===== src/rtl/ofifo_drain_if.sv =====
// Output-FIFO read port and psum SRAM write port seen by the drain controller.
// master = controller (pops FIFO, drives SRAM); slave = FIFO/SRAM side.
interface ofifo_drain_if #(
    parameter int col    = 8,
    parameter int bw     = 16,
    parameter int addr_w = 11
);
    logic                ofifo_valid;
    logic [bw*col-1:0]   ofifo_out;
    logic                ofifo_rd;
    logic                sram_cen;
    logic                sram_wen;
    logic [addr_w-1:0]   sram_addr;
    logic [bw*col-1:0]   sram_d;

    modport master (
        input  ofifo_valid, ofifo_out,
        output ofifo_rd, sram_cen, sram_wen, sram_addr, sram_d
    );

    modport slave (
        output ofifo_valid, ofifo_out,
        input  ofifo_rd, sram_cen, sram_wen, sram_addr, sram_d
    );
endinterface


===== src/rtl/ofifo_drain.sv =====
// Drains num_rows psum rows from the output FIFO into SRAM at base_addr onward.
// Ports: clk, reset (sync, active high), start/base_addr/num_rows command,
//   busy/done status, bus (ofifo_drain_if.master: FIFO pop + SRAM write).
// Optional: define OFIFO_DRAIN_RELU_EN to clamp negative lanes to zero.
module ofifo_drain #(
    parameter int col    = 8,
    parameter int bw     = 16,
    parameter int addr_w = 11
) (
    input  logic              clk,
    input  logic              reset,
    input  logic              start,
    input  logic [addr_w-1:0] base_addr,
    input  logic [addr_w-1:0] num_rows,
    output logic              busy,
    output logic              done,
    ofifo_drain_if.master     bus
);
    localparam logic [1:0] IDLE = 2'd0;
    localparam logic [1:0] POP  = 2'd1;
    localparam logic [1:0] WR   = 2'd2;
    localparam logic [1:0] FIN  = 2'd3;

    localparam logic [addr_w-1:0] ONE = addr_w'(1);

    logic [1:0]          state;
    logic [addr_w-1:0]   addr_cnt;
    logic [addr_w-1:0]   rem_cnt;
    logic [bw*col-1:0]   row_in;

    always_comb begin
        row_in = bus.ofifo_out;
`ifdef OFIFO_DRAIN_RELU_EN
        for (int i = 0; i < col; i++) begin
            if (bus.ofifo_out[bw*i+bw-1])
                row_in[bw*i +: bw] = '0;
        end
`else
`endif
    end

    // Pop is combinational so the FIFO sees it in the same cycle the
    // head row is captured; reset masks it so an aborted POP never pops.
    assign bus.ofifo_rd = (state == POP) && bus.ofifo_valid && !reset;
    assign busy = (state != IDLE);
    assign done = (state == FIN) && !reset;

    // The SRAM port registers double as the row data register: they are
    // loaded on the POP->WR edge, so cen/wen are low for exactly the WR cycle.
    always_ff @(posedge clk) begin
        if (reset) begin
            state         <= IDLE;
            addr_cnt      <= '0;
            rem_cnt       <= '0;
            bus.sram_cen  <= 1'b1;
            bus.sram_wen  <= 1'b1;
            bus.sram_addr <= '0;
            bus.sram_d    <= '0;
        end else begin
            unique case (state)
                IDLE: begin
                    if (start) begin
                        if (num_rows != '0) begin
                            addr_cnt <= base_addr;
                            rem_cnt  <= num_rows;
                            state    <= POP;
                        end else begin
                            state    <= FIN;
                        end
                    end
                end
                POP: begin
                    if (bus.ofifo_valid) begin
                        bus.sram_d    <= row_in;
                        bus.sram_addr <= addr_cnt;
                        bus.sram_cen  <= 1'b0;
                        bus.sram_wen  <= 1'b0;
                        state         <= WR;
                    end
                end
                WR: begin
                    // One cycle here also hides the FIFO head-advance bubble.
                    bus.sram_cen <= 1'b1;
                    bus.sram_wen <= 1'b1;
                    addr_cnt     <= addr_cnt + ONE;
                    rem_cnt      <= rem_cnt - ONE;
                    state        <= (rem_cnt == ONE) ? FIN : POP;
                end
                FIN: begin
                    state <= IDLE;
                end
                default: state <= IDLE;
            endcase
        end
    end
endmodule


===== src/flat_wrapper.sv =====
// flat-port wrapper written by rule: the top's interface ports become plain ports
module ofifo_drain_flat 
#(
    parameter int col    = 8,
    parameter int bw     = 16,
    parameter int addr_w = 11
)
  (clk, reset, start, base_addr, num_rows, busy, done, bus_ofifo_valid, bus_ofifo_out, bus_ofifo_rd, bus_sram_cen, bus_sram_wen, bus_sram_addr, bus_sram_d);
  ofifo_drain_if #(.col(col), .bw(bw), .addr_w(addr_w)) bus_i ();
  input  logic clk;
  input  logic reset;
  input  logic start;
  input  logic [addr_w-1:0] base_addr;
  input  logic [addr_w-1:0] num_rows;
  output logic busy;
  output logic done;
  input wire logic [$bits(bus_i.ofifo_valid)-1:0] bus_ofifo_valid;
  input wire logic [$bits(bus_i.ofifo_out)-1:0] bus_ofifo_out;
  output wire logic [$bits(bus_i.ofifo_rd)-1:0] bus_ofifo_rd;
  output wire logic [$bits(bus_i.sram_cen)-1:0] bus_sram_cen;
  output wire logic [$bits(bus_i.sram_wen)-1:0] bus_sram_wen;
  output wire logic [$bits(bus_i.sram_addr)-1:0] bus_sram_addr;
  output wire logic [$bits(bus_i.sram_d)-1:0] bus_sram_d;
  assign bus_i.ofifo_valid = bus_ofifo_valid;
  assign bus_i.ofifo_out = bus_ofifo_out;
  assign bus_ofifo_rd = bus_i.ofifo_rd;
  assign bus_sram_cen = bus_i.sram_cen;
  assign bus_sram_wen = bus_i.sram_wen;
  assign bus_sram_addr = bus_i.sram_addr;
  assign bus_sram_d = bus_i.sram_d;
  ofifo_drain #(.col(col), .bw(bw), .addr_w(addr_w)) u_core (.clk(clk), .reset(reset), .start(start), .base_addr(base_addr), .num_rows(num_rows), .busy(busy), .done(done), .bus(bus_i));
endmodule

===== config.mk =====
export PLATFORM = sky130hd
export DESIGN_NAME = ofifo_drain_flat
export DESIGN_NICKNAME = d
export VERILOG_FILES = /design/src/rtl/ofifo_drain_if.sv /design/src/rtl/ofifo_drain.sv /design/src/flat_wrapper.sv
export SDC_FILE = /design/constraint.sdc
export NUM_CORES = 1
export LEC_CHECK = 0
export ABC_AREA = 1
export CAP_MARGIN = 20
export CORE_AREA = 10 10 139 141
export CTS_CLUSTER_SIZE = 24
export DETAILED_ROUTE_END_ITERATION = 7
export DIE_AREA = 0 0 149 151
export GPL_TIMING_DRIVEN = 0
export PLACE_DENSITY = 0.81
export SLEW_MARGIN = 25
export SYNTH_ARGS = -nofsm -noshare
export SYNTH_HDL_FRONTEND = slang
export SYNTH_SLANG_ARGS = --single-unit

===== constraint.sdc =====
create_clock -name clk -period 2.3 [get_ports clk]
set_clock_uncertainty 0.1 [all_clocks]
set_input_delay 0.575 -clock clk [delete_from_list [all_inputs] [get_ports clk]]
set_output_delay 0.575 -clock clk [all_outputs]
set_load 0.01 [all_outputs]

==> impl_results.md <==
- Launch point of the worst reg-to-reg path: u_core.state[0]$_SDFFE_PP0P_
- Cell count of the worst reg-to-reg path: 7
- Max Clk Rate: 451 MHz
- DP Wirelength: 20.5 mm
- Final-report setup violation count: 0
- Hold Crit Depth: 2
- Post-Route WL: 26.4 mm
- CTS tree: yes
- Syn. warnings: 0
- Crit start category: primary input
- Worst EP required: 1.62 ns
- Pre-antenna DRT Iters: 5
- Area after DPL: 9940 um2
- Vias: 7477
- Gate Count Post-Synth: 908
- Final #Nets: 1381
- GRT Total Usage: 22.2%
- Vias per inst: 5.14
- Syn nets: 1065
- Top Ports: 298
- Worst Path Max Fanout: 10
- Seq/Total Area, Yosys: 49.0%
- Die H: 151 um
- Clock Power Share: 38.9%
- Design area: 10500 um2
- Worst R2R Setup Slack: 0.57 ns
- Remaining antenna violation count: 0
- Min Tclk post-route: 2.22 ns
- Area Growth Syn to Fin: 57.3%
- Avg WL per Cell: 18.1 um
- Sw Pwr: 1.87 mW
- FP Rows: 47
- Root Driver: clkbuf_16
- Internal Power: 5.12 mW
- Post-Syn Area per Cell: 7.38 um2
- Hold Path End: u_core.bus.sram_d[72]$_SDFFE_PP0P_
- Register share of total power: 43.8%
- Worst Hold Class: flop to flop
- Gpl congestion: 0.913
- Run status: finished, final reports clean
- Max H-tree Level: 4
- GRT overflow: 0
- CTS Buf Count: 17
- Initial antenna violation count: 0
- Initial DRC Count: 546
- Sink Count: 164
- Peak VDD IR: 0.495 mV
- Post-route DRC violation count: 0
- Filler instances: 1468
- Vias in the first global route: 7096
- Area of the die: 22500 um2
- Final period utilization: 96.4%
- Yosys reg bits: 164
- Setup TNS: 0 ns
- GR peak layer: met2
- Grt met3 use: 7.55%
- Synth cell types: 25
- Clock slew at reported path FFs: 0.06 ns
- Synthesized cell area: 6700 um2
- GR Layer Usage met1: 25.4%
- CP Capture Type: output pin
- Clock Latency Late Sink: 0.42 ns
- Port bufs: 296
- Fin. Hold Viols: 0
- Core area: 16500 um2
- Final core occ: 64.1%
- Largest net degree at the start of global routing: 17
- Initial Util: 40.7%
- Hold Path Origin: u_core.bus.sram_d[72]$_SDFFE_PP0P_
- Die Wd: 149 um
- Hold_buf cts: 0
- Switching share of total power: 26.8%
- PD cells: 663 nW/um2
- Antenna cells: 0
- First-pass GRT wire length: 39.4 mm
- CP Class: primary input to output pin
- Final slew viol count: 0
- Worst EP arrival: 1.54 ns
- Worst-margin pin slew: 0.626 ns
- Comb pwr share: 17.3%
- Leak: 3.84 nW
- Worst R2R End: u_core.bus.sram_d[89]$_SDFFE_PP0P_
- Share of cells above drive strength 1: 7.37%
- Clock Path Buffers: 2
- Slew headroom: 58.3%
- Max_cap viols: 0
- Met2 GRT Util: 37.9%
## repair_timing
action	CTS	global route
setup buffers	0	1
hold endpoints to repair	0	0
gates resized for setup	19	4
pin swaps	0	1
setup endpoints to repair	2	2
## state kept, by name, indices dropped and copies added (netlist names)
signal,count
u_core.bus.sram_cen,1
u_core.state,2
u_core.bus.sram_addr,11
u_core.addr_cnt,11
u_core.bus.sram_d,128
u_core.rem_cnt,11
## Yosys cell counts
| cell | instances | area share (%) |
|---|---|---|
| dfxtp_1 | 164 | 49 |
| nor2_4 | 3 | 0.50 |
| nand4_1 | 1 | 0.093 |
| nor2_1 | 55 | 3.1 |
| o21bai_1 | 1 | 0.11 |
| o211ai_1 | 1 | 0.11 |
| nor3_1 | 3 | 0.22 |
| o21ai_0 | 17 | 1.3 |
| o21ai_1 | 3 | 0.22 |
| buf_2 | 25 | 1.9 |
| a31oi_1 | 1 | 0.093 |
| nand3b_1 | 3 | 0.34 |
| o22ai_1 | 2 | 0.19 |
| nand3_1 | 163 | 12 |
| ha_1 | 3 | 0.56 |
| inv_1 | 24 | 1.3 |
| clkinv_1 | 1 | 0.056 |
| clkbuf_1 | 32 | 1.8 |
| buf_4 | 13 | 1.5 |
| or2_2 | 3 | 0.28 |
| buf_6 | 1 | 0.17 |
| nand2_4 | 3 | 0.50 |
| inv_2 | 5 | 0.28 |
| nand2_1 | 221 | 12 |
| a21oi_1 | 160 | 12 |
## final cells by class
class	instances	area [um2]	share of cell area, %
sequential	164	3280	31.1
clock buffer	20	457	4.33
buffer	71	385	3.65
clock inverter	10	98.8	0.937
multi-input combinational	643	2970	28.1
timing repair buffer	297	2970	28.1
inverter	30	113	1.07
tap	220	275	2.61
## layout by cell type, fill, tap and decap left out, types with 2 or more instances in the layout
cell,synthesis,routed
a21oi_1,160,160
buf_2,25,25
buf_4,13,14
clkbuf_1,32,30
clkbuf_16,0,17
clkbuf_8,0,4
clkdlybuf4s50_1,0,292
clkinv_2,0,2
clkinv_4,0,2
clkinvlp_4,0,2
dfxtp_1,164,163
ha_1,3,3
inv_1,24,24
inv_2,5,5
inv_6,0,3
nand2_1,221,220
nand2_4,3,4
nand3_1,163,163
nand3b_1,3,3
nor2_1,55,55
nor2_4,3,3
nor3_1,3,2
o21ai_0,17,17
o21ai_1,3,3
o22ai_1,2,2
or2_2,3,3
## cell families (layout without fill, tap and decap cells)
logic type | after synthesis | after routing | share of synthesized area [%]
adders and majority gates | 3 | 3 | 0.560
AOI/OAI and AO/OA | 185 | 185 | 13.9
buffers and inverters | 101 | 428 | 6.96
and+or+nand+nor | 455 | 455 | 29.6
DFF | 164 | 164 | 49.0
## power by group through the flow
stage	logic, mW	registers (mW)	clock network (mW)
after floorplan	0.507	3.15	0
after global placement	1.18	3.11	0
after detailed placement	1.20	3.12	0
after CTS	1.21	3.06	2.76
after global routing	1.32	3.08	2.89
final	1.21	3.06	2.72
## worst max-delay path: stages
cell	delay (ns)
dlygate4sd2_1	0.30
clkbuf_8	0.20
nor3_2	0.20
clkdlybuf4s15_2	0.26
## routing by layer
layer / routed length [um] / share of wire [%] / vias to the layer above
met4: 712 / 2.7 / 0
met3: 2600 / 9.9 / 45
met2: 12900 / 49 / 314
met1: 10200 / 39 / 3462
met5: 0 / 0 / -
li1: - / - / 3656
## stage by stage
| stage | cells | setup slack [ns] | power (mW) | hold slack, ns |
|---|---|---|---|---|
| after floorplan | 908 | 0.412 | 3.66 | 0.339 |
| after global placement | 1424 | -0.700 | 4.30 | 0.346 |
| after detailed placement | 1424 | -0.701 | 4.32 | 0.350 |
| after CTS | 1454 | -0.102 | 7.03 | 0.361 |
| after global routing | 1455 | -0.00405 | 7.28 | 0.380 |
| final | 1455 | 0.0836 | 6.99 | 0.358 |
## how the worst max path moves through the flow
stage	from	to	slack [ns]	cells past startpoint
floorplan	bus_ofifo_valid	bus_ofifo_rd	0.41	4
global placement	reset	done	-0.70	4
detailed placement	reset	done	-0.70	4
CTS	u_core.state[0]$_SDFFE_PP0P_	bus_ofifo_rd	-0.10	6
global route	u_core.state[0]$_SDFFE_PP0P_	bus_ofifo_rd	-0.004	6
finish	reset	done	0.08	4
Power figures use the tool's default switching activity.
